===== src/rtl/mul_ex_pipeline.sv =====
// Five-stage pipelined integer multiply unit (EX1..EX5) returning the low DATA_WIDTH bits of rs1*rs2.
// The product is built from half-width partial products so no stage holds a full-width multiplier.
module mul_ex_pipeline #(
   parameter int DATA_WIDTH     = 32,
   parameter int REGISTER_WIDTH = 5
) (
   input  logic                      clk_i,
   input  logic                      rst_ni,
   input  logic                      dec_valid_i,
   input  logic                      dec_is_mul_i,
   input  logic [DATA_WIDTH-1:0]     dec_rs1_data_i,
   input  logic [DATA_WIDTH-1:0]     dec_rs2_data_i,
   input  logic [REGISTER_WIDTH-1:0] dec_wr_reg_i,
   input  logic                      ex_bubble_i,
   input  logic                      stall_ex_i,
   output logic                      ex1_valid_o,
   output logic                      ex2_valid_o,
   output logic                      ex3_valid_o,
   output logic                      ex4_valid_o,
   output logic                      ex5_valid_o,
   output logic [REGISTER_WIDTH-1:0] ex1_wr_reg_o,
   output logic [REGISTER_WIDTH-1:0] ex2_wr_reg_o,
   output logic [REGISTER_WIDTH-1:0] ex3_wr_reg_o,
   output logic [REGISTER_WIDTH-1:0] ex4_wr_reg_o,
   output logic [REGISTER_WIDTH-1:0] ex5_wr_reg_o,
   output logic [DATA_WIDTH-1:0]     ex5_result_o,
   output logic                      ex5_wr_en_o,
   output logic                      wb_is_next_cycle_o
);

   localparam int H = DATA_WIDTH / 2;

   logic                      ex1_valid_q, ex1_valid_d;
   logic                      ex2_valid_q, ex2_valid_d;
   logic                      ex3_valid_q, ex3_valid_d;
   logic                      ex4_valid_q, ex4_valid_d;
   logic                      ex5_valid_q, ex5_valid_d;
   logic [REGISTER_WIDTH-1:0] ex1_wr_reg_q, ex1_wr_reg_d;
   logic [REGISTER_WIDTH-1:0] ex2_wr_reg_q, ex2_wr_reg_d;
   logic [REGISTER_WIDTH-1:0] ex3_wr_reg_q, ex3_wr_reg_d;
   logic [REGISTER_WIDTH-1:0] ex4_wr_reg_q, ex4_wr_reg_d;
   logic [REGISTER_WIDTH-1:0] ex5_wr_reg_q, ex5_wr_reg_d;
   logic [DATA_WIDTH-1:0]     ex1_rs1_q, ex1_rs1_d;
   logic [DATA_WIDTH-1:0]     ex1_rs2_q, ex1_rs2_d;
   logic [DATA_WIDTH-1:0]     ex2_lolo_q, ex2_lolo_d;
   logic [H-1:0]              ex2_lohi_q, ex2_lohi_d;
   logic [H-1:0]              ex2_hilo_q, ex2_hilo_d;
   logic [DATA_WIDTH-1:0]     ex3_lolo_q, ex3_lolo_d;
   logic [H-1:0]              ex3_cross_q, ex3_cross_d;
   logic [DATA_WIDTH-1:0]     ex4_prod_q, ex4_prod_d;
   logic [DATA_WIDTH-1:0]     ex5_prod_q, ex5_prod_d;

   logic                      accept_s;
   logic [DATA_WIDTH-1:0]     a_lo_ext_s, b_lo_ext_s;
   logic [H-1:0]              a_lo_s, a_hi_s, b_lo_s, b_hi_s;

   assign accept_s   = dec_valid_i & dec_is_mul_i & ~ex_bubble_i;
   assign a_lo_s     = ex1_rs1_q[H-1:0];
   assign a_hi_s     = ex1_rs1_q[DATA_WIDTH-1:H];
   assign b_lo_s     = ex1_rs2_q[H-1:0];
   assign b_hi_s     = ex1_rs2_q[DATA_WIDTH-1:H];
   // Zero-extend the low halves so lo*lo keeps its full 2H-bit product.
   assign a_lo_ext_s = {{H{1'b0}}, a_lo_s};
   assign b_lo_ext_s = {{H{1'b0}}, b_lo_s};

   // Next-state: advance every stage unless the hazard unit freezes EX.
   always_comb begin
      ex1_valid_d  = ex1_valid_q;
      ex2_valid_d  = ex2_valid_q;
      ex3_valid_d  = ex3_valid_q;
      ex4_valid_d  = ex4_valid_q;
      ex5_valid_d  = ex5_valid_q;
      ex1_wr_reg_d = ex1_wr_reg_q;
      ex2_wr_reg_d = ex2_wr_reg_q;
      ex3_wr_reg_d = ex3_wr_reg_q;
      ex4_wr_reg_d = ex4_wr_reg_q;
      ex5_wr_reg_d = ex5_wr_reg_q;
      ex1_rs1_d    = ex1_rs1_q;
      ex1_rs2_d    = ex1_rs2_q;
      ex2_lolo_d   = ex2_lolo_q;
      ex2_lohi_d   = ex2_lohi_q;
      ex2_hilo_d   = ex2_hilo_q;
      ex3_lolo_d   = ex3_lolo_q;
      ex3_cross_d  = ex3_cross_q;
      ex4_prod_d   = ex4_prod_q;
      ex5_prod_d   = ex5_prod_q;
      if (!stall_ex_i) begin
         ex1_valid_d = accept_s;
         if (accept_s) begin
            ex1_wr_reg_d = dec_wr_reg_i;
            ex1_rs1_d    = dec_rs1_data_i;
            ex1_rs2_d    = dec_rs2_data_i;
         end else begin
            ex1_wr_reg_d = ex1_wr_reg_q;
            ex1_rs1_d    = ex1_rs1_q;
            ex1_rs2_d    = ex1_rs2_q;
         end
         ex2_valid_d  = ex1_valid_q;
         ex2_wr_reg_d = ex1_wr_reg_q;
         ex2_lolo_d   = a_lo_ext_s * b_lo_ext_s;
         ex2_lohi_d   = a_lo_s * b_hi_s;
         ex2_hilo_d   = a_hi_s * b_lo_s;
         ex3_valid_d  = ex2_valid_q;
         ex3_wr_reg_d = ex2_wr_reg_q;
         ex3_lolo_d   = ex2_lolo_q;
         ex3_cross_d  = ex2_lohi_q + ex2_hilo_q;
         ex4_valid_d  = ex3_valid_q;
         ex4_wr_reg_d = ex3_wr_reg_q;
         ex4_prod_d   = ex3_lolo_q + {ex3_cross_q, {H{1'b0}}};
         ex5_valid_d  = ex4_valid_q;
         ex5_wr_reg_d = ex4_wr_reg_q;
         ex5_prod_d   = ex4_prod_q;
      end else begin
         ex1_valid_d = ex1_valid_q;
      end
   end

   // Pipeline registers with synchronous active-low reset.
   always_ff @(posedge clk_i) begin
      if (!rst_ni) begin
         ex1_valid_q  <= 1'b0;
         ex2_valid_q  <= 1'b0;
         ex3_valid_q  <= 1'b0;
         ex4_valid_q  <= 1'b0;
         ex5_valid_q  <= 1'b0;
         ex1_wr_reg_q <= '0;
         ex2_wr_reg_q <= '0;
         ex3_wr_reg_q <= '0;
         ex4_wr_reg_q <= '0;
         ex5_wr_reg_q <= '0;
         ex1_rs1_q    <= '0;
         ex1_rs2_q    <= '0;
         ex2_lolo_q   <= '0;
         ex2_lohi_q   <= '0;
         ex2_hilo_q   <= '0;
         ex3_lolo_q   <= '0;
         ex3_cross_q  <= '0;
         ex4_prod_q   <= '0;
         ex5_prod_q   <= '0;
      end else begin
         ex1_valid_q  <= ex1_valid_d;
         ex2_valid_q  <= ex2_valid_d;
         ex3_valid_q  <= ex3_valid_d;
         ex4_valid_q  <= ex4_valid_d;
         ex5_valid_q  <= ex5_valid_d;
         ex1_wr_reg_q <= ex1_wr_reg_d;
         ex2_wr_reg_q <= ex2_wr_reg_d;
         ex3_wr_reg_q <= ex3_wr_reg_d;
         ex4_wr_reg_q <= ex4_wr_reg_d;
         ex5_wr_reg_q <= ex5_wr_reg_d;
         ex1_rs1_q    <= ex1_rs1_d;
         ex1_rs2_q    <= ex1_rs2_d;
         ex2_lolo_q   <= ex2_lolo_d;
         ex2_lohi_q   <= ex2_lohi_d;
         ex2_hilo_q   <= ex2_hilo_d;
         ex3_lolo_q   <= ex3_lolo_d;
         ex3_cross_q  <= ex3_cross_d;
         ex4_prod_q   <= ex4_prod_d;
         ex5_prod_q   <= ex5_prod_d;
      end
   end

   assign ex1_valid_o        = ex1_valid_q;
   assign ex2_valid_o        = ex2_valid_q;
   assign ex3_valid_o        = ex3_valid_q;
   assign ex4_valid_o        = ex4_valid_q;
   assign ex5_valid_o        = ex5_valid_q;
   assign ex1_wr_reg_o       = ex1_wr_reg_q;
   assign ex2_wr_reg_o       = ex2_wr_reg_q;
   assign ex3_wr_reg_o       = ex3_wr_reg_q;
   assign ex4_wr_reg_o       = ex4_wr_reg_q;
   assign ex5_wr_reg_o       = ex5_wr_reg_q;
   assign ex5_result_o       = ex5_prod_q;
   assign ex5_wr_en_o        = ex5_valid_q & (ex5_wr_reg_q != {REGISTER_WIDTH{1'b0}});
   assign wb_is_next_cycle_o = ex4_valid_q & ~stall_ex_i;

endmodule


===== config.mk =====
export PLATFORM = sky130hd
export DESIGN_NAME = mul_ex_pipeline
export DESIGN_NICKNAME = d
export VERILOG_FILES = /design/src/rtl/mul_ex_pipeline.sv
export SDC_FILE = /design/constraint.sdc
export NUM_CORES = 2
export LEC_CHECK = 0
export BUFFER_PORTS_ARGS = -buffer_cell sky130_fd_sc_hd__buf_2
export CAP_MARGIN = 20
export CORE_MARGIN = 4
export CORE_UTILIZATION = 40
export DETAILED_ROUTE_END_ITERATION = 16
export MAX_ROUTING_LAYER = met4
export SYNTH_ARGS = -nofsm -noshare
export SYNTH_HDL_FRONTEND = slang
export SYNTH_SLANG_ARGS = --single-unit
export TNS_END_PERCENT = 20

===== constraint.sdc =====
create_clock -name clk_i -period 5.4 [get_ports clk_i]
set_input_delay 1.08 -clock clk_i [delete_from_list [all_inputs] [get_ports clk_i]]
set_output_delay 1.08 -clock clk_i [all_outputs]
set_load 0.05 [all_outputs]

==> results.toml <==
[synth]
synthTopCellsByArea = "fa_1 (26%), dfxtp_1 (20%), ha_1 (11%)"
avgSynthCellArea_sq_um = 8.56
synth-compound-area-share_pct = 7.83
synth_top_cell_by_area = "fa_1"
synth_cell_types = 75
ys_ff_latch = 270
synth_top_area_share_pct = 26.1
synth_xor_area_share_pct = 3.57
synth_ff_type = "dfxtp_1"
netlist_instances = 3186
synth_fa_ha_area_share_pct = 36.8
syn-num-nets = 3849
synth_mux_area_share_pct = 4.62
synth-edff-count = 0
synth_top_family_by_area = "adder cells"
yosysWarningCount = 0
ys_seq_area_share_pct = 19.8
synth-simple-area-share_pct = 18.1
synth-async-reset-ratio_pct = 0
synth_area_sq_um = 27300

[global_routing]
grt_pass1_vias = 21658
antenna_found_initial = 1
track_usage_pct = 20.1
grt_max_degree = 112
grt_pass1_wl_um = 116000
grt.overflow.total = 0

[clocking]
cts.clk_slew.worst_paths_ps = 60
htreeDepth = 2
cts_sinks = 270
clock_path_buffers = 3
cts_made_buffers = 35
insertion_delay_ps = 560
cts-root-buf = "clkbuf_16"
cts-hold-fix-buffers = 0
cts_tree = "built"

[worst_setup_path]
cp_max_fo = 14
critPathArrivalTime_ps = 6090
path_buf_inv = 6
critical_path_required_ps = 5880
reg2reg_slack_ps = -210
rr_endpoint = "ex2_lolo_q[29]"
cpPeakStageDelay_ps = 560
cp-start-kind = "flop"
crit_family = "adder cells"
worstPathCellList = "buf_12 > and2_4 > fa_1 > inv_2 > fa_1 > inv_2 > fa_2 > fa_2 > fa_1 > inv_2 > fa_1 > inv_2 > ha_4 > o21ai_2 > nand2b_1 > a41oi_2 > a2111o_1 > and2_4 > buf_4 > o21a_1 > o211ai_1"
rr_startpoint = "ex1_rs1_q[3]"
reg2reg_depth = 21
criticalPathCategory = "flop to flop"
crit_cells = 21
end_kind = "flop"
cp_slowest_cell = "fa_2"

[layout]
multi_input_area_sq_um = 19700
area_delta_synth_final_pct = 18.4
final_area_sq_um = 32300
final_nets = 4110
register_area_sq_um = 5470
n_antenna_cell = 0
final_core_util_pct = 47.9
drive_gt1_share_pct = 16.6
fillers = 6482

[placed_design]
io_buffers = 138
place_congestion = 0.892
place_area_sq_um = 30600
post-dp-hpwl_um = 54900

[timing]
worst_pin_slew_ps = 758
relSlewSlack_pct = 49.5
period_share_pct = 104
hold_viol = 0
worst_slack_ps = -214
rsz0062_at_grt = "yes"
finalMaxSlewViolations = 0
setup_viol = 16
min_period_ps = 5610
fmax_mhz = 178
finClkSkew_ps = 17.9

[floorplanning]
start_util_pct = 40.5
rows = 95
core_area_sq_um = 67400
die-area_sq_um = 72400
pin_count = 139
die_h_um = 269
die_w_um = 269

[status]
violations = "negative setup slack"
status = "finished with violations"

[hold_path]
hp-class = "flop to flop"
hold_path_depth = 2
worstHoldEndpoint = "ex1_rs1_q[31]"
holdCritStartpoint = "ex1_rs1_q[31]"

[pwr]
p_comb_share_pct = 7.1
leakagePower_uw = 0.0158
swShare_pct = 25.8
clkPwrFrac_pct = 50.3
internal-power_uw = 3540
power_density_nw_per_um2 = 148
switchingPower_uw = 1230
finalPower_uw = 4770
p_seq_share_pct = 42.6
ir_worst_vdd_v = 0.000202

[detailed_routing]
routed_via_density = 4.90
routed-via-count = 21298
wire_per_inst_um = 16.1
drtIter0Drc = 1156
antenna_left = 0
drt_wl_total_um = 70000
drc = 0
first_pass_iters = 5

[flow_run]
cap_violations = 0
-- cells in the final DEF, fill, tap and decap left out, types with 15 or more instances in the layout --
| cell type | instances |
|---|---|
| o21ai_0 | 22 |
| a21o_1 | 16 |
| and2_1 | 211 |
| xnor2_1 | 81 |
| a21oi_1 | 150 |
| nor3_1 | 24 |
| buf_4 | 236 |
| fa_1 | 344 |
| buf_12 | 17 |
| nand3_1 | 41 |
| ha_1 | 218 |
| buf_2 | 137 |
| o211ai_1 | 15 |
| nand2_1 | 550 |
| nor2_1 | 187 |
| dfxtp_1 | 244 |
| clkbuf_16 | 36 |
| inv_1 | 477 |
| mux2i_1 | 126 |
| o21a_1 | 16 |
| xor2_1 | 23 |
-- power by group through the flow --
stage | Sequential (uW) | Clock [uW] | Combinational, uW
floorplan | 2070 | 0 | 197
global placement | 2080 | 0 | 325
detailed placement | 2080 | 0 | 327
CTS | 2040 | 2470 | 334
global route | 2040 | 2560 | 368
finish | 2030 | 2400 | 337
-- flip-flops by register name, indices dropped and copies added (netlist names), 5 cells and up --
register and count:
ex4_prod_q 32, ex1_rs1_q 32, ex1_wr_reg_o 5, ex4_wr_reg_o 5
ex3_cross_q 16, ex2_hilo_q 16, ex2_lohi_q 16, ex2_wr_reg_o 5
ex3_wr_reg_o 5, ex2_lolo_q 32, ex3_lolo_q 32, ex1_rs2_q 32
ex5_result_o 32, ex5_wr_reg_o 5
-- per-stage QoR --
step	hold WS [ps]	setup TNS [ps]	instances	worst slack (ps)
after floorplan	436	-82.5	3186	-45.3
after global placement	448	-4530	4260	-326
after detailed placement	452	-5320	4260	-334
after CTS	458	-1350	4337	-164
after global routing	471	-6670	4346	-399
final	458	-1850	4346	-214
-- worst max path at each step --
| stage | startpoint | end | slack [ps] |
|---|---|---|---|
| CTS | ex1_rs1_q[9] | ex2_lolo_q[28] | -160 |
| global placement | ex1_rs1_q[8] | ex2_lolo_q[22] | -330 |
| detailed placement | ex1_rs1_q[8] | ex2_lolo_q[22] | -330 |
| floorplan | ex1_rs2_q[4] | ex2_lolo_q[28] | -50 |
| global route | ex1_rs2_q[4] | ex2_lolo_q[31] | -400 |
| finish | ex1_rs1_q[3] | ex2_lolo_q[29] | -210 |
-- worst min-delay path, cell delays in order, from the launching register on --
cell and delay (ps):
dfxtp_1 310, nand2_1 50, a21oi_1 50
-- Yosys cell counts (all sizes together), types with 3 or more instances --
library cell and count:
o211a 3, a21o 17, a211o 5, o2111ai 5
a21oi 156, nor3 24, o21bai 9, dfxtp 270
a2111o 3, a22oi 6, inv 488, ha 232
a2111oi 4, a211oi 17, nor2b 9, xor2 24
o31ai 6, clkbuf 167, nand2 553, xnor2 82
nand3 41, o21ai 29, or2 7, a31oi 14
nand4 11, fa 356, mux2i 126, nand2b 6
and2 219, or3 12, nor2 187, buf 13
o211ai 16, and3 11, o21a 16
-- final cells by class --
type / instances / area share [%]
multi-input cells: 2248 / 61.1
flip-flops and latches: 270 / 16.9
repair buffers: 404 / 9.28
inverters: 488 / 5.69
well taps: 873 / 3.38
clock buffers: 44 / 2.91
clock inverters: 19 / 0.717
-- logic make-up after synthesis --
family          after synthesis
flops                       270
fa+ha+maj                   588
xor+xnor                    108
simple gates               1094
mux                         126
compound gates              332
buf+inv                     668
-- metal layers --
metal  track usage [%]  wire length [um]  vias up
li1                  -                 -    10493
met1              28.0             33700    10274
met2              31.3             31500      439
met3              2.60              3150       92
met4              4.92              1670        0
met5                 -                 0        -
-- what timing repair did --
action	4_1_cts	5_1_grt
cloned	1	1
setup endpoints to repair	26	29
gates resized for setup	65	42
buffers inserted	13	10
pin swaps	30	30
Note: power is estimated with default switching activity, not from simulation.
